[config.mk]
export PLATFORM = sky130hd
export DESIGN_NAME = pll_lock_ctrl
export DESIGN_NICKNAME = d
export VERILOG_FILES = /design/src/rtl/pll_lock_ctrl.sv
export SDC_FILE = /design/constraint.sdc
export NUM_CORES = 1
export LEC_CHECK = 0
export ABC_AREA = 1
export CORE_UTILIZATION = 50
export DETAILED_ROUTE_END_ITERATION = 10
export HOLD_SLACK_MARGIN = 0.08
export PLACE_DENSITY = 0.75
export SLEW_MARGIN = 20
export SYNTH_ARGS = -nofsm -noshare
export SYNTH_HDL_FRONTEND = slang
export SYNTH_SLANG_ARGS = --single-unit
[constraint.sdc]
create_clock -name clk_25m -period 2.5 [get_ports clk_25m]
set_input_delay 0.25 -clock clk_25m [delete_from_list [all_inputs] [get_ports clk_25m]]
set_output_delay 0.25 -clock clk_25m [all_outputs]
set_load 0.005 [all_outputs]
[src/rtl/pll_lock_ctrl.sv]
// EHXPLLL reset/lock sequencer and phase-step serialiser on the 25 MHz reference; all outputs registered.
// Latency: clk_ok LOCK_CYCLES after first synced lock; step_ack 2+2*STEP_CYCLES after step_req is sampled; step_req held until step_ack.
module pll_lock_ctrl #(
    parameter int RST_CYCLES     = 16,
    parameter int LOCK_CYCLES    = 1024,
    parameter int TIMEOUT_CYCLES = 65536,
    parameter int STEP_CYCLES    = 4
) (
    input  logic       clk_25m,
    input  logic       rst,
    input  logic       pll_locked,
    output logic       pll_rst,
    output logic [1:0] pll_phasesel,
    output logic       pll_phasedir,
    output logic       pll_phasestep,
    input  logic       step_req,
    input  logic [1:0] step_sel,
    input  logic       step_dir,
    output logic       step_ack,
    output logic       clk_ok,
    output logic [7:0] relock_count
);

    localparam int MAX_AB = (RST_CYCLES > LOCK_CYCLES) ? RST_CYCLES : LOCK_CYCLES;
    localparam int MAX_CD = (TIMEOUT_CYCLES > STEP_CYCLES) ? TIMEOUT_CYCLES : STEP_CYCLES;
    localparam int MAX_P  = (MAX_AB > MAX_CD) ? MAX_AB : MAX_CD;
    localparam int CNT_W  = $clog2(MAX_P) + 1;

    localparam logic [CNT_W-1:0] CNT_ONE   = CNT_W'(1);
    localparam logic [CNT_W-1:0] RST_LAST  = CNT_W'(RST_CYCLES - 1);
    localparam logic [CNT_W-1:0] TMO_LAST  = CNT_W'(TIMEOUT_CYCLES - 1);
    localparam logic [CNT_W-1:0] STEP_LAST = CNT_W'(STEP_CYCLES - 1);
    // The WAIT cycle that first sees lock already counts towards qualification.
    localparam logic [CNT_W-1:0] QUAL_LAST = CNT_W'((LOCK_CYCLES > 1) ? (LOCK_CYCLES - 2) : 0);

    typedef enum logic [2:0] {
        S_RESET,
        S_WAIT,
        S_QUAL,
        S_RUN,
        S_SETUP,
        S_PULSE,
        S_SETTLE,
        S_ACK
    } state_t;

    state_t           state;
    logic [CNT_W-1:0] cnt;
    logic             lock_meta;
    logic             lock_s;
    logic             clk_good_state;

    assign clk_good_state = (state == S_RUN) || (state == S_SETUP) || (state == S_PULSE) ||
                            (state == S_SETTLE) || (state == S_ACK);

    always_ff @(posedge clk_25m) begin
        if (rst) begin
            state         <= S_RESET;
            cnt           <= '0;
            lock_meta     <= 1'b0;
            lock_s        <= 1'b0;
            pll_rst       <= 1'b1;
            pll_phasestep <= 1'b1;
            pll_phasesel  <= 2'd0;
            pll_phasedir  <= 1'b0;
            step_ack      <= 1'b0;
            clk_ok        <= 1'b0;
            relock_count  <= 8'd0;
        end else begin
            lock_meta <= pll_locked;
            lock_s    <= lock_meta;
            step_ack  <= 1'b0;

            if (clk_good_state && !lock_s) begin
                // Loss of lock wins over any pending or in-flight step.
                state         <= S_RESET;
                cnt           <= '0;
                pll_rst       <= 1'b1;
                pll_phasestep <= 1'b1;
                clk_ok        <= 1'b0;
                if (relock_count != 8'hFF)
                    relock_count <= relock_count + 8'd1;
            end else begin
                case (state)
                    S_RESET: begin
                        if (cnt == RST_LAST) begin
                            state   <= S_WAIT;
                            cnt     <= '0;
                            pll_rst <= 1'b0;
                        end else begin
                            cnt <= cnt + CNT_ONE;
                        end
                    end
                    S_WAIT: begin
                        if (lock_s) begin
                            cnt <= '0;
                            if (LOCK_CYCLES == 1) begin
                                state  <= S_RUN;
                                clk_ok <= 1'b1;
                            end else begin
                                state <= S_QUAL;
                            end
                        end else if (cnt == TMO_LAST) begin
                            state   <= S_RESET;
                            cnt     <= '0;
                            pll_rst <= 1'b1;
                        end else begin
                            cnt <= cnt + CNT_ONE;
                        end
                    end
                    S_QUAL: begin
                        if (!lock_s) begin
                            state   <= S_RESET;
                            cnt     <= '0;
                            pll_rst <= 1'b1;
                        end else if (cnt == QUAL_LAST) begin
                            state  <= S_RUN;
                            cnt    <= '0;
                            clk_ok <= 1'b1;
                        end else begin
                            cnt <= cnt + CNT_ONE;
                        end
                    end
                    S_RUN: begin
                        if (step_req) begin
                            state        <= S_SETUP;
                            cnt          <= '0;
                            pll_phasesel <= step_sel;
                            pll_phasedir <= step_dir;
                        end
                    end
                    S_SETUP: begin
                        state         <= S_PULSE;
                        cnt           <= '0;
                        pll_phasestep <= 1'b0;
                    end
                    S_PULSE: begin
                        if (cnt == STEP_LAST) begin
                            state         <= S_SETTLE;
                            cnt           <= '0;
                            pll_phasestep <= 1'b1;
                        end else begin
                            cnt <= cnt + CNT_ONE;
                        end
                    end
                    S_SETTLE: begin
                        if (cnt == STEP_LAST) begin
                            state    <= S_ACK;
                            cnt      <= '0;
                            step_ack <= 1'b1;
                        end else begin
                            cnt <= cnt + CNT_ONE;
                        end
                    end
                    S_ACK: begin
                        state <= S_RUN;
                        cnt   <= '0;
                    end
                    default: begin
                        state         <= S_RESET;
                        cnt           <= '0;
                        pll_rst       <= 1'b1;
                        pll_phasestep <= 1'b1;
                        clk_ok        <= 1'b0;
                    end
                endcase
            end
        end
    end

endmodule
# Yosys cells after proc, flatten, opt, wreduce, memory -nomap -nowiden
# Index checks and enable logic that the tools add are counted.
[classes]
n_addsub = 2
eq_ne = 21
n_mux = 25
bitwise = 2
n_reduce_logical = 19
[op_table]
columns = ["cell", "n"]
rows = [
  ["$mux W17", 7],
  ["$pmux W17 S6", 1],
  ["$mux W3", 8],
  ["$pmux W3 S8", 1],
  ["$add A17 B1 Y17 const B", 1],
  ["$eq A17 B10 Y1 const B", 1],
  ["$eq A17 B16 Y1 const B", 1],
  ["$eq A17 B2 Y1 const B", 1],
  ["$eq A17 B4 Y1 const B", 1],
  ["$eq A3 B3 Y1 const B", 4],
  ["$ne A2 B2 Y1 const B", 5],
  ["$add A8 B1 Y8 const B", 1],
  ["$ne A8 B8 Y1 const B", 1],
  ["$eq A3 B2 Y1 const B", 2],
  ["$mux W1", 6],
  ["$ne A3 B3 Y1 const B", 2],
  ["$reduce_and A3 Y1", 2],
  ["$reduce_and A6 Y1", 1],
  ["$reduce_or A2 Y1", 3],
  ["$reduce_and A5 Y1", 1],
  ["$logic_or A1 B1 Y1", 4],
  ["$ne A2 B1 Y1 const B", 2],
  ["$reduce_and A2 Y1", 2],
  ["$eq A3 B1 Y1 const B", 1],
  ["9 further kinds", 10],
]
[totals]
register_bits = 37
in_bits = 7
elab_cells = 80

# Longest topological paths before layout
[depth]
word_depth = 8
ltp_mapped = 17
ltp_nobuf = 17

# Least setup slack after synthesis
# No wires, ideal clock.
[synth_timing]
path_kind = "register -> register"
from = "register cnt[1]"
to = "register cnt[14]"
arrival_ps = 2032
required_ps = 2388
path_slack_ps = 355
stages_incl_launch_ff = 18
n_path_buf = 1
path_cell_list = "dfxtp_1 -> ha_1 -> inv_1 -> nor2_1 -> nand3_1 -> nor2_1 -> nand3_1 -> nand3b_1 -> inv_1 -> ha_1 -> nor2_1 -> nand3_1 -> nand2_2 -> nor2_4 -> nand2_4 -> nand2_4 -> buf_8 -> nor2_2"
[synth_via]
elab_chain_len = 4
word_cells_on_any_way = 12
[synth_lines]
columns = ["item", "line", "text"]
rows = [
  ["start: declaration", "48", "logic [CNT_W-1:0] cnt;"],
  ["start signal: assignment", "91", "cnt <= cnt + CNT_ONE;"],
  ["start signal: assignment", "108", "cnt <= cnt + CNT_ONE;"],
  ["start signal: assignment", "121", "cnt <= cnt + CNT_ONE;"],
  ["$add A17 B1 Y17, or another cell as far along", "-", ""],
  ["$mux W17 (on tied branches)", "116, 103", ""],
  ["$mux W17 (on tied branches)", "112, 95", ""],
  ["$pmux W17 S6 *", "84", "case (state)"],
]
# Every way passes the cells marked *; elsewhere a longest branch is shown, timed or not.
# A chain may end at the register's enable or synchronous reset.

# Final worst setup path
[layout_timing]
from = "register cnt[0]"
to = "register cnt[9]"
# Same word-level chain as after synthesis.

==> impl_metrics.toml <==
[power]
power.density_nw_per_um2 = 676
peakVddDrop_mv = 0.399
design_power_total_mw = 1.60
p_leak_nw = 0.990

[drt]
viasPerCell = 4.99
drt-total-wl_mm = 4.13
route.vias.total = 1853
drc = 0
drt_pass1_iterations = 4
drt_iter0_drc = 78
drt.antenna.violating_nets = 0
routedWlPerCell_um = 11.1

[finish]
drive_gt1_share_pct = 12.1
final_core_util_pct = 62.8
final_cells = 371
nNetsFinal = 334
diodes = 0
synthToLayoutAreaGrowth_pct = 16.9
postLayoutCellArea_um2 = 2370

[place]
place_congestion = 0.824
io_buffer_count = 21
hpwl_mm = 3.15
pre_cts_slack_ns = 0.118
placed_cells = 363
place_area_um2 = 2270

[timing]
finalCritPeriodShare_pct = 91.8
hold_viol = 0
fin_ws_ns = 0.205
fin_setup_tns_ns = 0
timing.fmax_mhz = 436
setup_viol = 0
slew-limit-headroom_pct = 75.2
hold-worst-slack_ns = 0.416
rsz0062_at_grt = "no"
slew_viol_final = 0
fin_skew_ns = 0.00637
tightest_slew_ns = 0.369
fin_crit_ns = 2.29

[clocking]
cts_tree = "yes"
cts-buffers-inserted = 5
path_clk_slew_ns = 0.08
post_cts_buffers = 0
cts-htree-levels = 2
cts.sinks = 37
clock_latency_ns = 0.29
clockBufferDepth = 2
root_buffer = "clkbuf_8"

[yosys]
synth.top_cell.area_share_pct = 36.6
ys.flop_type = "dfxtp_1"
synth_area_leaders = "dfxtp_1, nand2_1, nor2_1"
synth_nets = 309
yosys_warnings = 0
yosysTopAreaCell = "dfxtp_1"
synth_area_um2 = 2020
synthCells = 297
syn_avg_cell_area_um2 = 6.82
ys_types = 28
synth_seq_cells = 37
ys_seq_area_share_pct = 36.6
synthArstFlopShare_pct = 0
synth_commonest_cells = "nand2_1, nor2_1, dfxtp_1"
synth.most_common_cell = "nand2_1"
synth_edf_count = 0

[worst_setup_path]
critPathMaxStageDelay_ns = 0.37
critPathCaptureType = "flop"
critPathMostFrequentCell = "nor2_1"
worstPathCellList = "ha_2 -> inv_1 -> nor2_1 -> nand3_1 -> nor2_1 -> nand3_1 -> nand3b_1 -> inv_1 -> ha_1 -> nor2_1 -> nand3_1 -> nand2_2 -> nor2_4 -> nand2_4 -> nand2_8 -> nor2_1"
critPathKind = "flop to flop"
path_buf_inv = 2
r2r_setup_slack_ns = 0.21
start_kind = "flop"
crit_path_max_fanout = 15
arrival_ns = 2.48
critPathTopFamily = "simple AND/OR/NAND/NOR gates"
required_ns = 2.68
cpMaxStageDelayCell = "dfxtp_1"

[global_route]
antenna_found_initial = 0
grt_overflow = 0
track_usage_pct = 21.9
grt_pass1_vias = 1653
grt_max_degree = 16
grt_pass1_wl_mm = 7.20

[floorplan]
core-area_um2 = 3770
floorplan.initialDensity_pct = 53.7
die_h_um = 65.6
die_w_um = 65.6
io_pins = 22
rows = 22
dieArea_um2 = 4310

[job]
cap_viol_max_count = 0

[hold_path]
hold_path_class = "flop to flop"

[status]
outcome = "completed"
[worst paths after layout]
path | cells after the start | start | to
setup / recovery | 16 | cnt[0] | cnt[9]
hold / removal | 2 | lock_meta | lock_s
setup reg to reg | 16 | cnt[0] | cnt[9]
hold reg to reg | 2 | lock_meta | lock_s
[repair_timing]
item / in CTS / in global routing
hold buffers: 0 / 0
endpoints found under the setup margin: 0 / 15
gates resized for setup: 0 / 3
hold endpoints to repair: 0 / 0
[cells by family (layout without fill, tap and decap cells)]
group                    count (synthesis)  in the layout  synth area share, %
flip-flops                              37             37                 36.6
buffers and inverters                   43             69                 8.71
AND/OR/NAND/NOR                        172            172                 39.3
AO/OA/AOI/OAI                           31             31                 8.41
XOR/XNOR                                 9              9                 3.89
adder cells (fa/ha/maj)                  5              5                 3.09
[tightest hold or removal path, stage by stage, from the launching register on]
cell,delay [ns]
dfxtp_1,0.30
inv_1,0.05
nor2_1,0.03
[registers in the layout, summed over array words and instances (netlist names)]
name and flops:
clk_ok 1, cnt 17, lock_meta 1, lock_s 1
pll_phasedir 1, pll_phasesel 2, pll_phasestep 1, pll_rst 1
relock_count 8, state 3, step_ack 1
[final cells by class]
| class | count | area, um^2 |
|---|---|---|
| clock buffers | 5 | 68.8 |
| clock inverters | 3 | 17.5 |
| fillers | 356 | 1400 |
| inverters | 40 | 150 |
| multi-input cells | 217 | 1120 |
| flip-flops and latches | 37 | 742 |
| well taps | 48 | 60.1 |
| repair buffers | 21 | 210 |
[layout by cell type (no fill, tap or decap), types with 2 or more instances in the layout]
| cell type | netlist | layout |
|---|---|---|
| nor2_4 | 3 | 3 |
| ha_1 | 5 | 4 |
| nand2_1 | 67 | 67 |
| a21oi_1 | 9 | 9 |
| a21oi_2 | 2 | 2 |
| nand4_1 | 9 | 9 |
| nor2_1 | 50 | 50 |
| nand2_2 | 2 | 2 |
| clkbuf_8 | 0 | 5 |
| inv_2 | 4 | 4 |
| nand2_4 | 3 | 2 |
| o21ai_0 | 15 | 15 |
| nor2_2 | 14 | 14 |
| xor2_1 | 7 | 7 |
| dfxtp_1 | 37 | 36 |
| nand3_1 | 14 | 14 |
| clkinv_2 | 0 | 2 |
| o22ai_1 | 2 | 2 |
| nor3_1 | 7 | 7 |
| clkdlybuf4s50_1 | 0 | 21 |
| inv_1 | 36 | 36 |
| xnor2_1 | 2 | 2 |
[per-layer routing]
layer  global-route usage, %  share of wire [%]  vias up
li1                        -                  -      988
met1                    26.5                 48      832
met2                    36.6                 48       28
met3                    5.38                3.3        5
met4                    8.97                1.2        0
met5                       0                  0        -
[report_power, final]
part,switching (mW),internal [mW],leakage (nW)
clock,0.216,0.192,0.0439
sequential,0.0422,0.639,0.300
combinational,0.337,0.174,0.646
total,0.596,1.00,0.990
Power figures use the tool's default switching activity.
